--- src/rtl/cadence_gen.sv ---
// Programmable cadence square-wave generator: 50% duty, period = code << SHIFT.
// Period/enable are only sampled at cycle boundaries, so no runt pulses occur.
module cadence_gen #(
   parameter bit FAST_SIM = 1'b1
) (
   input  logic       clk,
   input  logic       rst_n,
   input  logic       en,
   input  logic [7:0] cadence_per,
   output logic       cadence,
   output logic       cadence_rise,
   output logic       pedaling,
   output logic [7:0] cycle_cnt
);

   localparam int SHIFT = FAST_SIM ? 7 : 16;

   typedef enum logic [1:0] {IDLE, HIGH, LOW} state_t;

   state_t      r_state;
   state_t      w_state_nx;
   logic [23:0] r_cnt;
   logic [23:0] w_cnt_nx;
   logic [23:0] w_half;
   logic [7:0]  r_per;
   logic [7:0]  r_cycle;
   logic        r_cadence;
   logic        r_rise;
   logic        r_ped;
   logic        w_go;
   logic        w_last;
   logic        w_start;

   assign w_half = {16'd0, r_per} << (SHIFT - 1);
   assign w_last = (r_cnt == w_half - 24'd1);
   assign w_go   = en && (cadence_per != 8'd0);

   always_comb begin
      w_state_nx = r_state;
      w_cnt_nx   = r_cnt + 24'd1;
      w_start    = 1'b0;
      unique case (r_state)
         IDLE: begin
            w_cnt_nx = 24'd0;
            if (w_go) begin
               w_start    = 1'b1;
               w_state_nx = HIGH;
            end
         end
         HIGH: begin
            if (w_last) begin
               w_cnt_nx   = 24'd0;
               w_state_nx = LOW;
            end
         end
         LOW: begin
            // end of cycle: the only point where en/code are honoured
            if (w_last) begin
               w_cnt_nx = 24'd0;
               if (w_go) begin
                  w_start    = 1'b1;
                  w_state_nx = HIGH;
               end else begin
                  w_state_nx = IDLE;
               end
            end
         end
         default: begin
            w_cnt_nx   = 24'd0;
            w_state_nx = IDLE;
         end
      endcase
   end

   always_ff @(posedge clk or negedge rst_n) begin
      if (!rst_n) begin
         r_state   <= IDLE;
         r_cnt     <= 24'd0;
         r_per     <= 8'd0;
         r_cycle   <= 8'd0;
         r_cadence <= 1'b0;
         r_rise    <= 1'b0;
         r_ped     <= 1'b0;
      end else begin
         r_state   <= w_state_nx;
         r_cnt     <= w_cnt_nx;
         r_cadence <= (w_state_nx == HIGH);
         r_rise    <= w_start;
         r_ped     <= (w_state_nx != IDLE);
         if (w_start) begin
            r_per   <= cadence_per;
            r_cycle <= r_cycle + 8'd1;
         end
      end
   end

   assign cadence      = r_cadence;
   assign cadence_rise = r_rise;
   assign pedaling     = r_ped;
   assign cycle_cnt    = r_cycle;

endmodule

--- config.mk ---
export PLATFORM = sky130hd
export DESIGN_NAME = cadence_gen
export DESIGN_NICKNAME = d
export VERILOG_FILES = /design/src/rtl/cadence_gen.sv
export SDC_FILE = /design/constraint.sdc
export NUM_CORES = 1
export LEC_CHECK = 0
export ABC_AREA = 1
export CAP_MARGIN = 10
export CORE_AREA = 2 2 76 96
export CTS_CLUSTER_SIZE = 40
export DETAILED_ROUTE_END_ITERATION = 16
export DIE_AREA = 0 0 78 98
export GPL_ROUTABILITY_DRIVEN = 0
export PLACE_DENSITY = 0.63
export SLEW_MARGIN = 25
export SYNTH_ARGS = -nofsm -noshare
export SYNTH_HDL_FRONTEND = slang
export SYNTH_SLANG_ARGS = --single-unit
--- constraint.sdc ---
create_clock -name clk -period 6.15 [get_ports clk]
set_input_delay 0.9225 -clock clk [delete_from_list [all_inputs] [get_ports clk]]
set_output_delay 0.9225 -clock clk [all_outputs]
set_load 0.01 [all_outputs]
-- After elaboration in Yosys (flattened, before gate mapping)
Index checks and enable logic that the tools add are counted.
- add/sub/neg operators: 3
- $mul: 0
- divide/modulo/power cells: 0
- magnitude comparators: 0
- eq/ne operators: 4
- shift-type cells: 0
- muxes and demuxes: 10
- bitwise gates (word level): 0
- reduce and logical (&&, ||, !) cells: 5
- operators by type and width (kind ; count):
    $mux 24 ; 2
    $add 24x1->24 const B ; 1
    $eq 24x24->1 ; 1
    $sub 14x1->15 const B ; 1
    $add 8x1->8 const B ; 1
    $reduce_bool 8->1 ; 1
    $mux 2 ; 3
    $pmux 2 s3 ; 1
    $eq 2x1->1 const B ; 2
    $mux 1 ; 3
    $eq 2x2->1 const B ; 1
    $logic_not 2->1 ; 1
    $pmux 1 s2 ; 1
    $reduce_bool 2->1 ; 1
    $reduce_or 2->1 ; 1
    $logic_and 1x1->1 ; 1
- register bits: 45
- bits in latches: 0
- memory bits (writable): 0
- memory bits (read-only): 0
- input port bits: 11
- output and inout bits: 11
- logic and storage cells: 29
- memories: 0

-- Longest topological paths before layout
Gate-level depths: netlist of run 1.
- depth after elaboration: 6
- depth in mapped cells: 17
- depth with buffers taken out: 16

-- Worst setup path before layout of run 1
Ideal clock, no wire load.
- kind: register to register
- from: register r_per[0]
- to: register r_cycle[4], in the netlist cycle_cnt[4]
- library setup time: 0.116 ns
- arrival: 1.847 ns
- data required time: 6.034 ns
- path slack: 4.186 ns
- stages on the path, launching flop included: 18
- buffers on the path: 3
- clock period less this slack: 1.964 ns
- cell sequence: dfrtp_1 inv_1 ha_1 buf_2 inv_1 nand2_1 nand3_1 nand2_1 nor2_1 nand2_1 nor2_2 nand4_1 nand2_1 nand2_1 buf_6 buf_6 nand2_1 nand2_1
- word-level cells in the longest chain between the ends: 4
- ends and longest elaborated chain (what ; RTL line ; RTL):
    from (decl) ; 25 ; logic [7:0] r_per;
    from (signal assigned) ; 91 ; r_per <= cadence_per;
    $sub 14x1->15 ; 35 ; assign w_last = (r_cnt == w_half - 24'd1);
    $eq 24x24->1 ; 35 ;
    $mux 1 ; 58 ; if (w_last) begin
    $pmux 1 s2 ; 42 ; unique case (r_state)
    to (signal assigned) ; 92 ; r_cycle <= r_cycle + 8'd1;
    to (decl) ; 26 ; logic [7:0] r_cycle;
No other way between the ends.
A chain may end at the register's enable or synchronous reset.

-- Final worst setup path of run 1
- from: register r_per[0]
- to: register r_cycle[7], in the netlist cycle_cnt[7]
The elaborated chain is that of the path after synthesis.

==> summary.txt, run 1 <==
Worst setup path
  • CP top delay family: simple AND/OR/NAND/NOR gates
  • Cells along the critical path: inv_1 > ha_1 > inv_1 > nand2_1 > nand3_1 > nand2_1 > nor2_1 > nand2_1 > nor2_2 > nand4_1 > nand2_1 > nand2_1 > o21ai_0 > nand2_1
  • Critical path data required time: 6.34 ns
  • CP dominant cell by count: nand2_1
  • Critical path arrival: 2.96 ns
  • Buf/Inv on CP: 2
  • CP Capture Type: flip-flop
  • Slowest stage delay, CP: 0.54 ns
  • Critical-path top delay cell: nand2_1
  • CP Class: flip-flop to flip-flop
  • Nature of the critical path startpoint: flip-flop
  • Worst-path maximum fanout: 29

Synth
  • Post-synth ARST share: 100%
  • Yosys reg bits: 45
  • Post-synth net total: 408
  • Post-synthesis sequential area ratio: 40.3%
  • Yosys warns: 0
  • Cells after Synth: 390
  • Post-synth EDFFs: 0
  • Synth cell types: 34
  • Syn avg cell area: 7.17 sq um
  • Top FF cell, synth: dfrtp_1
  • Synthesized area: 2800 sq um

Power
  • Worst VDD drop: 0.181 mV
  • Clock Power Share: 20.8%
  • Cell internal pwr: 0.674 mW
  • Pleak: 1.56 nW
  • Net Sw Frac: 39.9%
  • Pwr dens: 352 nW/um^2
  • Sequential fraction of design power: 37.9%
  • NetSw: 0.447 mW
  • Comb pwr share: 41.3%

Outcome
  • Status: completed

CTS
  • Worst-case clock buffer depth: 2
  • Post-CTS Setup Bufs: 0
  • CTS resizes: 0
  • CTS Buf Count: 5
  • Post-CTS Hold Fix Bufs: 0
  • CTS clock-pin slew for the worst setup and hold paths: 0.08 ns
  • CTS H-tree depth: 2
  • Root Driver: clkbuf_8
  • CTS tree: yes
  • Worst skew pair latency: 0.30 ns
  • Clock sinks: 45

Layout
  • Ratio of cells with drive above 1 in the final layout: 7.26%
  • Final Instance Area: 3190 sq um
  • Area Overhead vs Synth: 13.9%
  • Diode count: 0
  • Non-filler cells, final: 503
  • NumNets Final: 430

Global route
  • GRT overflow: 0
  • Via count of the first global-routing pass: 2407
  • Antenna violations before repair: 0
  • GR Util All Layers: 17.2%
  • Largest net degree at the start of global routing: 46
  • First-pass GRT wire length: 10600 um

Min path
  • Hold Crit Class: flip-flop to flip-flop

Placement
  • Dpl cells: 495
  • Port-buffer cells: 21
  • Placed inst area: 3070 sq um
  • Final HPWL DP: 4540 um

STA
  • RSZ-0062 raised after global routing: no
  • Skew final: 0.0127 ns
  • Highest clock rate: 0.361 GHz
  • Worst relative slew slack: 35.4%
  • Final setup viols: 0
  • Final slew viol count: 0
  • Fin Setup TNS: 0 ns
  • Final hold violation count: 0
  • Slew @ Worst Pin: 0.967 ns
  • Tcrit/Tclk final: 45.0%
  • Fin crit period: 2.77 ns

Detailed routing
  • DR WL/cell: 11.6 um
  • Vias per cell: 4.86
  • Via count: 2447
  • DRC: 0
  • DRT Pass-1 Iters: 5
  • Final ANT Viol Nets: 0
  • WL final: 5850 um
  • First DRT Iteration DRCs: 111

Floorplanning
  • Ports: 22
  • Die Y: 98 um
  • Die ar.: 7640 sq um
  • Initial Util: 41.1%
  • Die width: 78 um
  • Core area: 6810 sq um
  • Cell row count: 34

Run
  • Max-Cap Viols: 0
[worst register-to-register path: stages, from the launching register on]
cell and delay, ns:
dfrtp_1 0.44, inv_1 0.10, ha_1 0.31, inv_1 0.11, nand2_1 0.05, nand3_1 0.10, nand2_1 0.05, nor2_1 0.13
nand2_1 0.07, nor2_2 0.14, nand4_1 0.09, nand2_1 0.07, nand2_1 0.54, o21ai_0 0.38, nand2_1 0.08
[Yosys cell counts, types with 6 or more instances]
| library cell | number | area, sq um |
|---|---|---|
| xnor2_1 | 9 | 78.8 |
| dfrtp_1 | 45 | 1130 |
| ha_1 | 7 | 87.6 |
| nor3_1 | 10 | 50.1 |
| o21ai_2 | 6 | 52.6 |
| nand2_1 | 114 | 428 |
| nand3_1 | 22 | 110 |
| nand4_1 | 9 | 56.3 |
| inv_1 | 57 | 214 |
| nor2_1 | 55 | 206 |
| o21ai_0 | 12 | 60.1 |
[final timing paths]
kind                          start           end  slack [ns]  cells past startpoint
setup reg to reg           r_per[0]  cycle_cnt[7]        3.38                     14
hold reg to reg            r_cnt[0]      r_cnt[0]        0.46                      1
hold / removal             r_cnt[0]      r_cnt[0]        0.46                      1
min in group asynchronous     rst_n     r_cnt[19]        0.61                      1
setup / recovery           r_per[0]  cycle_cnt[7]        3.38                     14
max in group asynchronous     rst_n      r_cnt[7]        5.16                      1
[power groups by stage]
stage / registers, mW / clock network [mW] / logic (mW)
floorplan: 0.425 / 0 / 0.342
global placement: 0.430 / 0 / 0.459
detailed placement: 0.431 / 0 / 0.465
CTS: 0.426 / 0.239 / 0.468
global route: 0.436 / 0.254 / 0.541
finish: 0.425 / 0.233 / 0.463
[flip-flops by register name (all words and copies together), names as in the netlist]
name	count
cadence	1
cadence_rise	1
cycle_cnt	8
pedaling	1
r_cnt	24
r_per	8
r_state	2
[per-stage QoR]
stage / worst slack, ns / util, % / hold slack (ns) / power [mW]
2_1_floorplan: 4.19 / - / 0.422 / 0.767
3_5_place_dp: 3.11 / 45.1 / 0.452 / 0.896
5_1_grt: 2.98 / 46.8 / 0.505 / 1.23
3_3_place_gp: 3.19 / 45.1 / 0.443 / 0.890
6_report: 3.38 / 46.8 / 0.459 / 1.12
4_1_cts: 3.34 / 46.8 / 0.462 / 1.13
[per-layer routing]
metal / up-vias / global-route usage [%] / wire length (um)
met5: - / 0 / 0
met4: 0 / 6.75 / 95
met3: 9 / 2.96 / 163
met2: 46 / 30.7 / 3090
met1: 1133 / 20.5 / 2490
li1: 1259 / - / -
[cells by family after synthesis]
logic type,share of synthesized area [%]
AOI/OAI and AO/OA,6.26
buffers and inverters,9.62
and+or+nand+nor,36.6
xor gates and xnor gates,4.07
DFF,40.3
adders and majority gates,3.13
[layout by cell type (no fill, tap or decap), types with 2 or more instances in the layout]
cell and count:
nand4_1 9, nor2_2 3, nor3_1 10, a21oi_1 4, nand2_2 3, clkbuf_8 6, nor2_4 3, nor3b_1 4
nand3_1 22, o21ai_0 12, ha_1 7, o21ai_2 6, and3_1 2, inv_2 2, nand2_1 114, inv_1 57
a211oi_1 2, nor2_1 55, clkdlybuf4s50_1 20, xor2_1 4, xnor2_1 9, dfrtp_1 45
[layout make-up]
class                           count  area, sq um
Multi-Input combinational cell    280         1400
Fill cell                         717         3620
Clock buffer                        7         86.3
Tap cell                           90          113
Inverter                           59          221
Timing Repair Buffer               21          208
Sequential cell                    45         1130
Clock inverter                      1         30.0
(Power assumes the default switching activity.)
==> run 2, diff against run 1 <==
==> constraint.sdc (replaced) <==
create_clock -name clk -period 2.8 [get_ports clk]
set_input_delay 0.42 -clock clk [delete_from_list [all_inputs] [get_ports clk]]
set_output_delay 0.42 -clock clk [all_outputs]
set_load 0.01 [all_outputs]
==> run 2 against run 1 <==
Routed wire length grew 3.2%. Critical path type unchanged. Largest cell class unchanged. Utilization grew 0.11 points. Non-clock buffer count grew 1. Worst setup slack lost 3.0 ns. Combinational power grew 120%. Count of clock-buffer cells in the layout is the same. Power grew 120%. Register-to-register slack lost 3.0 ns. Critical endpoint is now r_per[0]. Final area grew 0.24%. First-iteration DRC count grew 37%. Critical path depth grew 1.
==> summary.txt, run 2 (synthesis results as in run 1) <==
Floorplanning
  • Die width: 78 um
  • Initial Util: 41.1%
  • Die ar.: 7640 sq um
  • Ports: 22
  • Cell row count: 34
  • Core area: 6810 sq um
  • Die Y: 98 um

STA
  • Final hold violation count: 0
  • Worst relative slew slack: 62.2%
  • RSZ-0062 raised after global routing: no
  • Highest clock rate: 0.409 GHz
  • Slew @ Worst Pin: 0.568 ns
  • Final worst setup slack: 0.357 ns
  • Fin crit period: 2.44 ns
  • Final setup viols: 0
  • Hold_ws: 0.109 ns
  • Tcrit/Tclk final: 87.2%
  • Fin Setup TNS: 0 ns
  • Final slew viol count: 0
  • Skew final: 0.0123 ns

Layout
  • Most common cell after layout, fill and taps aside: nand2_1
  • Area Overhead vs Synth: 14.2%
  • Diode count: 0
  • NumNets Final: 431
  • Ratio of cells with drive above 1 in the final layout: 7.49%
  • Max FFs per register: 24
  • Biggest register: r_cnt
  • Fin util: 46.9%
  • Commonest cells after routing, fill and taps aside: nand2_1 (114), inv_1 (57), nor2_1 (55)
  • Final Instance Area: 3190 sq um

Global route
  • Via count of the first global-routing pass: 2391
  • Antenna violations before repair: 0
  • GRT overflow: 0
  • GR peak layer: met2
  • Global routing usage on met1: 21.0%
  • GR Util All Layers: 17.3%
  • First-pass GRT wire length: 10600 um
  • GR Layer Usage met3: 3.14%
  • Largest net degree at the start of global routing: 46
  • Met2 usage: 30.4%

Worst setup path
  • CP dominant cell by count: nand2_1
  • FF-to-FF path depth: 15
  • CP Class: flip-flop to flip-flop
  • Nature of the critical path startpoint: flip-flop
  • Critical path arrival: 2.63 ns
  • CP Depth: 15
  • Buf/Inv on CP: 3
  • Critical path data required time: 2.99 ns
  • Slowest stage delay, CP: 0.43 ns
  • Worst-path maximum fanout: 16
  • CP top delay family: simple AND/OR/NAND/NOR gates
  • CP Capture Type: flip-flop
  • Cells along the critical path: inv_1 > ha_1 > inv_1 > nand2_1 > nand3_1 > nand2_1 > nor2_1 > nand2_1 > nor2_2 > nand4_1 > nand2_1 > nand2_1 > buf_4 > nand2_1 > o21ai_0
  • Critical-path top delay cell: dfrtp_1

CTS
  • Post-CTS Setup Bufs: 0
  • Worst skew pair latency: 0.30 ns
  • CTS clock-pin slew for the worst setup and hold paths: 0.09 ns
  • CTS Buf Count: 5
  • CTS tree: yes
  • Worst-case clock buffer depth: 2
  • Post-CTS Hold Fix Bufs: 0
  • CTS resizes: 0
  • Clock sinks: 45
  • CTS H-tree depth: 2
  • Root Driver: clkbuf_8

Detailed routing
  • WL final: 6030 um
  • DRT Pass-1 Iters: 4
  • Via count: 2465
  • First DRT Iteration DRCs: 152
  • DR WL/cell: 12.0 um
  • Final ANT Viol Nets: 0
  • Vias per cell: 4.89
  • DRC: 0

Placement
  • Final HPWL DP: 4590 um
  • Port-buffer cells: 21
  • Placed inst area: 3080 sq um
  • Dpl ws: 0.335 ns

Run
  • Max-Cap Viols: 0

Power
  • Pleak: 1.56 nW
  • Worst VDD drop: 0.578 mV
  • Pwr dens: 775 nW/um^2

Outcome
  • Status: completed

Min path
  • Hold Crit Class: input port to async pin
-- run 2: metrics by stage --
| stage | power [mW] | instances |
|---|---|---|
| after floorplan | 1.68 | 390 |
| after global placement | 1.95 | 496 |
| after detailed placement | 1.97 | 496 |
| after CTS | 2.50 | 504 |
| after global routing | 2.70 | 504 |
| final | 2.47 | 504 |
-- run 2: power breakdown --
part	switching, mW	internal [mW]	leakage, nW
combinational	0.615	0.408	0.904
sequential	0.152	0.782	0.598
clock	0.226	0.291	0.0585
total	0.993	1.48	1.56
-- run 2: path summary, 6_finish.rpt --
path,from,to,slack [ns]
max,r_per[0],r_per[0],0.36
min,rst_n,r_cnt[22],0.11
max reg2reg,r_per[0],r_per[0],0.36
min reg2reg,r_cnt[0],r_cnt[0],0.47
max in group asynchronous,rst_n,r_cnt[3],2.30
min in group clk,r_cnt[0],r_cnt[0],0.47
-- run 2: area by class of cell --
type                            count  area [sq um]
Fill cell                         695          3610
Multi-Input combinational cell    280          1400
Sequential cell                    45          1130
Inverter                           59           221
Timing Repair Buffer               22           215
Tap cell                           90           113
Clock buffer                        7          86.3
Clock inverter                      1          30.0
-- run 2: layer usage --
layer / vias up / part of all wire (%)
li1: 1261 / -
met1: 1140 / 44
met2: 53 / 50
met3: 11 / 3.6
met4: 0 / 2.2
met5: - / 0
